[config.mk]
export PLATFORM = sky130hd
export DESIGN_NAME = multicycle_control_flat
export DESIGN_NICKNAME = d
export VERILOG_FILES = /design/src/rtl/multicycle_control_if.sv /design/src/rtl/multicycle_control.sv /design/src/flat_wrapper.sv
export SDC_FILE = /design/constraint.sdc
export NUM_CORES = 1
export LEC_CHECK = 0
export ABC_AREA = 1
export CORE_ASPECT_RATIO = 0.7
export CORE_MARGIN = 10
export CORE_UTILIZATION = 35
export CTS_BUF_LIST = sky130_fd_sc_hd__clkbuf_16
export DETAILED_ROUTE_END_ITERATION = 16
export DONT_BUFFER_PORTS = 1
export SLEW_MARGIN = 20
export SYNTH_ARGS = -nofsm -noshare
export SYNTH_HDL_FRONTEND = slang
export SYNTH_SLANG_ARGS = --single-unit
[constraint.sdc]
create_clock -name CLK -period 5.95 [get_ports CLK]
set_input_delay 1.19 -clock CLK [delete_from_list [all_inputs] [get_ports CLK]]
set_output_delay 1.19 -clock CLK [all_outputs]
set_load 0.02 [all_outputs]
[src/rtl/multicycle_control_if.sv]
// Handshake and datapath-control bundle between the multi-cycle controller,
// the instruction/data memories and the datapath.
interface multicycle_control_if #(
   parameter int CNT_W = 32
);
   logic [31:0]      imem_rdata;
   logic             imem_ready;
   logic             dmem_ready;
   logic             alu_zero;
   logic             alu_lt;
   logic             alu_ltu;
   logic             imem_req;
   logic             dmem_req;
   logic             dmem_we;
   logic [31:0]      ir;
   logic [2:0]       alu_op;
   logic [1:0]       alu_src_a;
   logic [1:0]       alu_src_b;
   logic             reg_write;
   logic [1:0]       wb_sel;
   logic             pc_write;
   logic [1:0]       pc_src;
   logic             trap;
   logic [1:0]       trap_cause;
   logic [CNT_W-1:0] instret;

   modport master (
      input  imem_rdata, imem_ready, dmem_ready, alu_zero, alu_lt, alu_ltu,
      output imem_req, dmem_req, dmem_we, ir, alu_op, alu_src_a, alu_src_b,
             reg_write, wb_sel, pc_write, pc_src, trap, trap_cause, instret
   );

   modport slave (
      output imem_rdata, imem_ready, dmem_ready, alu_zero, alu_lt, alu_ltu,
      input  imem_req, dmem_req, dmem_we, ir, alu_op, alu_src_a, alu_src_b,
             reg_write, wb_sel, pc_write, pc_src, trap, trap_cause, instret
   );
endinterface

[src/rtl/multicycle_control.sv]
// RV32I multi-cycle control unit: FETCH/DECODE/EXEC/MEM/WB sequencing with
// memory handshakes, wait-state timeout, sticky trap and retired-instruction count.
module multicycle_control #(
   parameter int TIMEOUT = 16,
   parameter int CNT_W   = 32
) (
   input  logic                 CLK,
   input  logic                 RST,
   multicycle_control_if.master bus
);
   localparam int            TW      = $clog2(TIMEOUT + 1);
   localparam logic [TW-1:0] TO_LAST = TW'(TIMEOUT - 1);

   localparam logic [6:0] OP_R     = 7'b0110011;
   localparam logic [6:0] OP_I     = 7'b0010011;
   localparam logic [6:0] OP_L     = 7'b0000011;
   localparam logic [6:0] OP_S     = 7'b0100011;
   localparam logic [6:0] OP_B     = 7'b1100011;
   localparam logic [6:0] OP_JAL   = 7'b1101111;
   localparam logic [6:0] OP_JALR  = 7'b1100111;
   localparam logic [6:0] OP_LUI   = 7'b0110111;
   localparam logic [6:0] OP_AUIPC = 7'b0010111;

   typedef enum logic [2:0] {
      S_IDLE, S_FETCH, S_DECODE, S_EXEC, S_MEM, S_WB, S_TRAP
   } state_t;

   state_t           state_q, state_d;
   logic [31:0]      ir_q, ir_d;
   logic [TW-1:0]    cnt_q, cnt_d;
   logic [1:0]       cause_q, cause_d;
   logic [CNT_W-1:0] instret_q, instret_d;

   logic [6:0] opcode;
   logic [2:0] funct3;
   logic       legal;
   logic       taken;
   logic       br_bad;

   assign opcode = ir_q[6:0];
   assign funct3 = ir_q[14:12];

   always_comb begin
      legal = 1'b0;
      case (opcode)
         OP_R, OP_I, OP_L, OP_S, OP_B, OP_JAL, OP_JALR, OP_LUI, OP_AUIPC: legal = 1'b1;
         default: legal = 1'b0;
      endcase
   end

   always_comb begin
      taken  = 1'b0;
      br_bad = 1'b0;
      case (funct3)
         3'b000:  taken = bus.alu_zero;
         3'b001:  taken = !bus.alu_zero;
         3'b100:  taken = bus.alu_lt;
         3'b101:  taken = !bus.alu_lt;
         3'b110:  taken = bus.alu_ltu;
         3'b111:  taken = !bus.alu_ltu;
         default: br_bad = 1'b1;
      endcase
   end

   // Outputs decode from state and ir; only branch EXEC and store completion look at inputs.
   always_comb begin
      bus.imem_req  = 1'b0;
      bus.dmem_req  = 1'b0;
      bus.dmem_we   = 1'b0;
      bus.alu_op    = 3'b000;
      bus.alu_src_a = 2'b00;
      bus.alu_src_b = 2'b00;
      bus.reg_write = 1'b0;
      bus.wb_sel    = 2'b00;
      bus.pc_write  = 1'b0;
      bus.pc_src    = 2'b00;
      bus.trap      = 1'b0;
      case (state_q)
         S_FETCH: bus.imem_req = 1'b1;
         S_EXEC: begin
            case (opcode)
               OP_R: bus.alu_op = 3'b000;
               OP_I: begin
                  bus.alu_op    = 3'b001;
                  bus.alu_src_b = 2'b01;
               end
               OP_L, OP_S, OP_JALR: begin
                  bus.alu_op    = 3'b010;
                  bus.alu_src_b = 2'b01;
               end
               OP_AUIPC: begin
                  bus.alu_op    = 3'b010;
                  bus.alu_src_a = 2'b01;
                  bus.alu_src_b = 2'b01;
               end
               OP_B: begin
                  bus.alu_op = 3'b100;
                  if (!br_bad) begin
                     bus.pc_write = 1'b1;
                     bus.pc_src   = taken ? 2'b01 : 2'b00;
                  end
               end
               default: ;
            endcase
         end
         S_MEM: begin
            bus.dmem_req = 1'b1;
            bus.dmem_we  = (opcode == OP_S);
            bus.pc_write = (opcode == OP_S) && bus.dmem_ready;
         end
         S_WB: begin
            bus.reg_write = 1'b1;
            bus.pc_write  = 1'b1;
            case (opcode)
               OP_L:             bus.wb_sel = 2'b01;
               OP_JAL, OP_JALR:  bus.wb_sel = 2'b10;
               OP_LUI:           bus.wb_sel = 2'b11;
               default:          bus.wb_sel = 2'b00;
            endcase
            case (opcode)
               OP_JAL:  bus.pc_src = 2'b01;
               OP_JALR: bus.pc_src = 2'b10;
               default: bus.pc_src = 2'b00;
            endcase
         end
         S_TRAP: bus.trap = 1'b1;
         default: ;
      endcase
   end

   assign bus.ir         = ir_q;
   assign bus.trap_cause = cause_q;
   assign bus.instret    = instret_q;

   always_comb begin
      state_d   = state_q;
      ir_d      = ir_q;
      cnt_d     = cnt_q;
      cause_d   = cause_q;
      instret_d = instret_q + CNT_W'(bus.pc_write);
      case (state_q)
         S_IDLE: begin
            state_d = S_FETCH;
            cnt_d   = '0;
         end
         S_FETCH: begin
            if (bus.imem_ready) begin
               ir_d    = bus.imem_rdata;
               state_d = S_DECODE;
            end else begin
               cnt_d = cnt_q + TW'(1);
               if (cnt_q == TO_LAST) begin
                  state_d = S_TRAP;
                  cause_d = 2'b10;
               end
            end
         end
         S_DECODE: begin
            if (legal) state_d = S_EXEC;
            else begin
               state_d = S_TRAP;
               cause_d = 2'b01;
            end
         end
         S_EXEC: begin
            case (opcode)
               OP_B: begin
                  if (br_bad) begin
                     state_d = S_TRAP;
                     cause_d = 2'b01;
                  end else begin
                     state_d = S_FETCH;
                     cnt_d   = '0;
                  end
               end
               OP_L, OP_S: begin
                  state_d = S_MEM;
                  cnt_d   = '0;
               end
               default: state_d = S_WB;
            endcase
         end
         S_MEM: begin
            if (bus.dmem_ready) begin
               cnt_d   = '0;
               state_d = (opcode == OP_S) ? S_FETCH : S_WB;
            end else begin
               cnt_d = cnt_q + TW'(1);
               if (cnt_q == TO_LAST) begin
                  state_d = S_TRAP;
                  cause_d = 2'b11;
               end
            end
         end
         S_WB: begin
            state_d = S_FETCH;
            cnt_d   = '0;
         end
         S_TRAP: state_d = S_TRAP;
         default: state_d = S_IDLE;
      endcase
   end

   always_ff @(posedge CLK or posedge RST) begin
      if (RST) begin
         state_q   <= S_IDLE;
         ir_q      <= '0;
         cnt_q     <= '0;
         cause_q   <= 2'b00;
         instret_q <= '0;
      end else begin
         state_q   <= state_d;
         ir_q      <= ir_d;
         cnt_q     <= cnt_d;
         cause_q   <= cause_d;
         instret_q <= instret_d;
      end
   end
endmodule

[src/flat_wrapper.sv]
// flat-port wrapper written by rule: the top's interface ports become plain ports
module multicycle_control_flat 
#(
   parameter int TIMEOUT = 16,
   parameter int CNT_W   = 32
)
  (CLK, RST, bus_imem_rdata, bus_imem_ready, bus_dmem_ready, bus_alu_zero, bus_alu_lt, bus_alu_ltu, bus_imem_req, bus_dmem_req, bus_dmem_we, bus_ir, bus_alu_op, bus_alu_src_a, bus_alu_src_b, bus_reg_write, bus_wb_sel, bus_pc_write, bus_pc_src, bus_trap, bus_trap_cause, bus_instret);
  multicycle_control_if #(.CNT_W(CNT_W)) bus_i ();
  input  logic CLK;
  input  logic RST;
  input wire logic [$bits(bus_i.imem_rdata)-1:0] bus_imem_rdata;
  input wire logic [$bits(bus_i.imem_ready)-1:0] bus_imem_ready;
  input wire logic [$bits(bus_i.dmem_ready)-1:0] bus_dmem_ready;
  input wire logic [$bits(bus_i.alu_zero)-1:0] bus_alu_zero;
  input wire logic [$bits(bus_i.alu_lt)-1:0] bus_alu_lt;
  input wire logic [$bits(bus_i.alu_ltu)-1:0] bus_alu_ltu;
  output wire logic [$bits(bus_i.imem_req)-1:0] bus_imem_req;
  output wire logic [$bits(bus_i.dmem_req)-1:0] bus_dmem_req;
  output wire logic [$bits(bus_i.dmem_we)-1:0] bus_dmem_we;
  output wire logic [$bits(bus_i.ir)-1:0] bus_ir;
  output wire logic [$bits(bus_i.alu_op)-1:0] bus_alu_op;
  output wire logic [$bits(bus_i.alu_src_a)-1:0] bus_alu_src_a;
  output wire logic [$bits(bus_i.alu_src_b)-1:0] bus_alu_src_b;
  output wire logic [$bits(bus_i.reg_write)-1:0] bus_reg_write;
  output wire logic [$bits(bus_i.wb_sel)-1:0] bus_wb_sel;
  output wire logic [$bits(bus_i.pc_write)-1:0] bus_pc_write;
  output wire logic [$bits(bus_i.pc_src)-1:0] bus_pc_src;
  output wire logic [$bits(bus_i.trap)-1:0] bus_trap;
  output wire logic [$bits(bus_i.trap_cause)-1:0] bus_trap_cause;
  output wire logic [$bits(bus_i.instret)-1:0] bus_instret;
  assign bus_i.imem_rdata = bus_imem_rdata;
  assign bus_i.imem_ready = bus_imem_ready;
  assign bus_i.dmem_ready = bus_dmem_ready;
  assign bus_i.alu_zero = bus_alu_zero;
  assign bus_i.alu_lt = bus_alu_lt;
  assign bus_i.alu_ltu = bus_alu_ltu;
  assign bus_imem_req = bus_i.imem_req;
  assign bus_dmem_req = bus_i.dmem_req;
  assign bus_dmem_we = bus_i.dmem_we;
  assign bus_ir = bus_i.ir;
  assign bus_alu_op = bus_i.alu_op;
  assign bus_alu_src_a = bus_i.alu_src_a;
  assign bus_alu_src_b = bus_i.alu_src_b;
  assign bus_reg_write = bus_i.reg_write;
  assign bus_wb_sel = bus_i.wb_sel;
  assign bus_pc_write = bus_i.pc_write;
  assign bus_pc_src = bus_i.pc_src;
  assign bus_trap = bus_i.trap;
  assign bus_trap_cause = bus_i.trap_cause;
  assign bus_instret = bus_i.instret;
  multicycle_control #(.TIMEOUT(TIMEOUT), .CNT_W(CNT_W)) u_core (.CLK(CLK), .RST(RST), .bus(bus_i));
endmodule
==> metrics.md, run 1 <==
| Metric | Value |
|---|---|
| DRT Wirelength | `10.02 mm` |
| Multi-input gate area | `1769 sq um` |
| Initial antenna violation count | `0` |
| DRT antenna net count | `0` |
| Nets | `523` |
| # clock sinks | `74` |
| Max Freq | `297.3 MHz` |
| Placed Cells incl. Taps | `617` |
| Critical Path Start Type | `flop` |
| Buffers on Ports | `0` |
| Critical path data arrival time | `2.17 ns` |
| Largest net degree at the start of global routing | `75` |
| Cells after synthesis | `474` |
| Worst skew pair latency | `0.34 ns` |
| Most frequent cells in the layout | `168 x nand2_1, 74 x dfrtp_1, 44 x nor2_1, 39 x inv_1, 23 x nand3_1` |
| # DRC | `0` |
| Critical Path End Type | `output port` |
| Worst-margin pin slew | `0.9331 ns` |
| Peak supply drop | `0.0001659 V` |
| Core area | `10510 sq um` |
| Worst-path clk slew | `0.06 ns` |
| #FFs+latches synth | `74` |
| Fraction of layout cells with a size suffix above 1 | `0.1196` |
| CTS tree | `done` |
| Die width | `145.1 um` |
| Number of synthesized flops with an enable pin | `0` |
| Via density | `4.741` |
| Cts bufs inserted | `9` |
| CTS hold repair buffers | `0` |
| First-pass GRT wire length | `16.29 mm` |
| Status | `completed` |
| Post-CTS setup buffer count | `0` |
| Row cnt | `31` |
| FFs w/ async S/R, synth | `1.000` |
| Resized Gates After CTS | `0` |
| Placer Congestion | `0.8590` |
| R2r setup slk | `2.78 ns` |
| Routed len/inst | `15.82 um` |
| Total global routing overflow | `0` |
| Post-DP HPWL | `7.830 mm` |
| Vias in the first global route | `2946` |
| Mean post-synth cell area | `8.093 sq um` |
| Slew Limit Fails | `0` |
| WP data required | `4.76 ns` |
| Distinct cell type count of the synthesized netlist | `31` |
| Via count | `3001` |
| DRT Pass-1 Iters | `4` |
| Die H | `107.6 um` |
| Main flop type after synthesis | `dfrtp_1` |
| Leak | `2.198 nW` |
| RSZ-0062 raised after global routing | `false` |
| Critical path peak fanout | `5` |
| Synth Warn # | `0` |
| GRT Util Overall | `0.1301` |
| Area Overhead vs Synth | `11.84%` |
| Tmin final | `3.364 ns` |
| Max_cap viols | `0` |
| Filler cells | `1077` |
| Crit Path Class | `flop to output port` |
| Post-Syn Area | `3836 sq um` |
| Final non-filler cell total | `633` |
| Power per standard cell area | `474.5 nW/um^2` |
| Crit share post-route | `0.5654` |
| H-tree Lvls | `3` |
| CTS max path bufs | `2` |
| Setup_tns | `0 ns` |
| Commonest non-fill, non-tap cell in the layout | `nand2_1` |
| Root Buffer Master | `clkbuf_16` |
| Io pins | `122` |
| Sequential fraction of the synthesis area | `0.4827` |
| Clock Skew | `0.01106 ns` |
| Final setup violation count | `0` |
| Rel. slew slack | `0.3779` |
| Hold crit path type | `flop to flop` |
| Sequential standard cell area | `1852 sq um` |
| ANT cells | `0` |
| Total die area | `15610 sq um` |
| Drt first-iter violations | `196` |
| Initial Util | `0.3650` |
| Final hold vios | `0` |
-- worst paths after layout --
kind                                  start                endpoint  cells past startpoint
max                        u_core.bus.ir[1]           bus_pc_src[0]                      6
min                         u_core.cnt_q[4]         u_core.cnt_q[4]                      2
max reg2reg                u_core.bus.ir[1]  u_core.bus.instret[26]                     17
min reg2reg                 u_core.cnt_q[4]         u_core.cnt_q[4]                      2
max in group asynchronous               RST       u_core.bus.ir[27]                      2
min in group asynchronous               RST  u_core.bus.instret[11]                      2
-- power by group --
part / internal (mW) / leakage, nW / total (mW) / switching, mW
Clock: 0.327 / 0.146 / 0.546 / 0.219
Sequential: 0.647 / 0.961 / 0.965 / 0.318
Combinational: 0.169 / 1.09 / 0.524 / 0.356
-- per-layer routing --
metal	wire (um)	global-route usage	vias up
li1	-	-	1490
met1	4505	0.1595	1413
met2	4598	0.1967	94
met3	845	0.06552	4
met4	68	0.03957	0
met5	0	0	-
-- through the flow --
stage | power, mW | hold WS, ns | setup WS [ns] | instance area [sq um] | util
finish | 2.036 | 0.4691 | 2.586 | 4290 | 0.4082
CTS | 2.074 | 0.4759 | 2.565 | 4290 | 0.4082
floorplan | 1.354 | 0.4419 | 2.860 | 3840 | -
global placement | 1.491 | 0.4565 | 2.713 | 3988 | 0.3794
global route | 2.190 | 0.5123 | 2.398 | 4290 | 0.4082
detailed placement | 1.511 | 0.4613 | 2.707 | 3988 | 0.3794
-- sequential cells by signal (all words and copies together), names as in the netlist --
register / flops
u_core.bus.ir: 32
u_core.bus.instret: 32
u_core.cnt_q: 5
u_core.bus.trap_cause: 2
u_core.state_q: 3
-- critical path, cell delays in order, from the launching register on --
cell     delay, ns
dfrtp_1       0.48
nand2_1       0.20
nor2_2        0.25
nand2_1       0.14
inv_1         0.15
nand3_1       0.14
o22ai_1       0.48
-- final cells by class --
cell class	instances	area share
Sequential cell	74	0.4316
Multi-Input combinational cell	349	0.4124
Clock buffer	9	0.05249
Tap cell	148	0.04316
Inverter	44	0.03879
Clock inverter	7	0.01808
Timing Repair Buffer	2	0.003500
-- synth_stat cells, types with 5 or more instances --
| master | n | area (sq um) |
|---|---|---|
| nand4_1 | 5 | 31.28 |
| dfrtp_1 | 74 | 1852 |
| nand3_1 | 23 | 115.1 |
| nor3_1 | 11 | 55.05 |
| xor2_1 | 18 | 157.7 |
| nor2_2 | 9 | 56.30 |
| nand2_1 | 168 | 630.6 |
| a21oi_1 | 8 | 40.04 |
| nand2_2 | 12 | 75.07 |
| o21ai_0 | 12 | 60.06 |
| inv_1 | 40 | 150.1 |
| nor2_1 | 44 | 165.2 |
| xnor2_1 | 13 | 113.9 |
-- cell families after synthesis --
| logic type | synth area share |
|---|---|
| AOI/OAI and AO/OA | 0.03914 |
| xor gates and xnor gates | 0.07078 |
| adders and majority gates | 0.01305 |
| buffers and inverters | 0.05708 |
| DFF | 0.4827 |
| other | 0.0009775 |
| and+or+nand+nor | 0.3363 |
Power figures use the tool's default switching activity.
==> run 2, diff against run 1 <==
==> constraint.sdc (replaced) <==
create_clock -name CLK -period 3.1 [get_ports CLK]
set_input_delay 0.62 -clock CLK [delete_from_list [all_inputs] [get_ports CLK]]
set_output_delay 0.62 -clock CLK [all_outputs]
set_load 0.02 [all_outputs]
==> run 2 against run 1 <==
Clock power rose by 100%. Sequential power grew 84%. Die area unchanged. Via count increased by 2.6%. Cell count is 1.6% higher. First-iteration DRC count increased by 15%. Largest power group unchanged.
==> metrics.md, run 2 (same netlist as run 1, synthesis figures left out) <==
| Metric | Value |
|---|---|
| Status | `completed` |
| Commonest non-fill, non-tap cell in the layout | `nand2_1` |
| Largest net degree at the start of global routing | `41` |
| Vias in the first global route | `3131` |
| Leak | `2.250 nW` |
| Clock Skew | `0.006326 ns` |
| Placer Congestion | `0.9392` |
| Post-CTS setup buffer count | `0` |
| Initial Util | `0.3650` |
| Multi-input gate area | `1774 sq um` |
| Slew Limit Fails | `0` |
| Tmin final | `2.756 ns` |
| Drt first-iter violations | `225` |
| Via density | `4.788` |
| CTS tree | `done` |
| Worst-margin pin slew | `0.7665 ns` |
| Rel. slew slack | `0.4851` |
| Nets | `533` |
| Total die area | `15610 sq um` |
| Die width | `145.1 um` |
| Max Freq | `362.8 MHz` |
| H-tree Lvls | `3` |
| Sequential standard cell area | `1853 sq um` |
| Final Util | `0.4173` |
| Cts bufs inserted | `9` |
| Critical path peak fanout | `5` |
| FF-to-FF Start | `u_core.bus.ir[6]` |
| Filler cells | `1075` |
| DRT Pass-1 Iters | `5` |
| Critical Path End Type | `flop` |
| RSZ-0062 raised after global routing | `false` |
| Initial antenna violation count | `0` |
| Critical path data arrival time | `2.98 ns` |
| FF-to-FF path depth | `17` |
| Crit share post-route | `0.8892` |
| Root Buffer Master | `clkbuf_16` |
| Peak supply drop | `0.0003586 V` |
| Final hold vios | `0` |
| Hold crit path type | `input pin to async pin` |
| Power per standard cell area | `927.3 nW/um^2` |
| # DRC | `0` |
| Crit Path Class | `flop to flop` |
| Area post-placement | `4063 sq um` |
| Via count | `3079` |
| First-pass GRT wire length | `16.93 mm` |
| Die H | `107.6 um` |
| Buffers on Ports | `0` |
| Worst skew pair latency | `0.33 ns` |
| Core area | `10510 sq um` |
| Total global routing overflow | `0` |
| Final setup violation count | `0` |
| Io pins | `122` |
| R2r setup slk | `0.34 ns` |
| Most frequent cells in the layout | `168 x nand2_1, 73 x dfrtp_1, 44 x nor2_1, 39 x inv_1, 23 x nand3_1` |
| Critical Path Start Type | `flop` |
| Setup_tns | `0 ns` |
| DRT Wirelength | `10.32 mm` |
| CP startpoint | `u_core.bus.ir[6]` |
| Routed len/inst | `16.05 um` |
| # clock sinks | `74` |
| Area Overhead vs Synth | `14.35%` |
| WP data required | `3.33 ns` |
| Fraction of layout cells with a size suffix above 1 | `0.1374` |
| Post-DP HPWL | `8.127 mm` |
| ANT cells | `0` |
| Design area | `4387 sq um` |
| Row cnt | `31` |
| DRT antenna net count | `0` |
| Max_cap viols | `0` |
| R2r endpoint | `u_core.bus.instret[26]` |
| CTS max path bufs | `2` |
| Worst-path clk slew | `0.06 ns` |
| GRT Util Overall | `0.1337` |
## run 2: timing repair
item	in CTS	in global routing
endpoints found under the setup margin	0	2
resized for setup	0	2
hold buffers	0	0
## run 2: per-stage QoR
| stage | std cells | total power [mW] | hold slack [ns] | setup WS [ns] |
|---|---|---|---|---|
| 3_3_place_gp | 627 | 2.930 | 0.4586 | 0.3814 |
| 3_5_place_dp | 627 | 2.976 | 0.4729 | 0.2660 |
| 4_1_cts | 643 | 4.111 | 0.1846 | 0.2189 |
| 6_report | 643 | 4.068 | 0.1790 | 0.3436 |
| 2_1_floorplan | 475 | 2.599 | 0.4419 | 0.4086 |
| 5_1_grt | 643 | 4.367 | 0.2043 | 0.004858 |
## run 2: where the power goes
group	switching (mW)	internal, mW
registers	0.534	1.25
logic	0.787	0.388
clock network	0.410	0.703
## run 2: how the worst max path moves through the flow
stage | to | slack, ns | depth (start not counted)
after floorplan | u_core.bus.instret[26] | 0.41 | 17
after global placement | u_core.bus.instret[26] | 0.38 | 17
after detailed placement | u_core.bus.instret[26] | 0.27 | 17
after CTS | u_core.bus.instret[26] | 0.22 | 17
after global routing | u_core.bus.instret[26] | 0.005 | 17
final | u_core.bus.instret[26] | 0.34 | 17
## run 2: worst max-delay path, stage by stage, from the launching register on
cell     delay [ns]
dfrtp_2        0.46
nand3_1        0.18
inv_1          0.10
nand2_1        0.09
inv_1          0.14
nand3_1        0.14
nand3_1        0.15
ha_1           0.22
ha_1           0.22
nand3_2        0.14
inv_1          0.11
nand2_2        0.09
nor2_2         0.15
nand2_2        0.11
nor3_4         0.17
nand2_1        0.07
nand2_1        0.06
nand2_1        0.05
## run 2: cell type report
cell class / count / share of cell area
sequential: 74 / 0.4224
multi-input combinational: 349 / 0.4044
clock buffer: 9 / 0.05134
tap: 148 / 0.04221
inverter: 44 / 0.03794
clock inverter: 7 / 0.02111
timing repair buffer: 12 / 0.02054
## run 2: layer usage
metal  GRT usage  wire, um
met1      0.1628      4584
met2      0.2121      4619
met3     0.05922      1035
met4     0.03597        79
met5           0         0
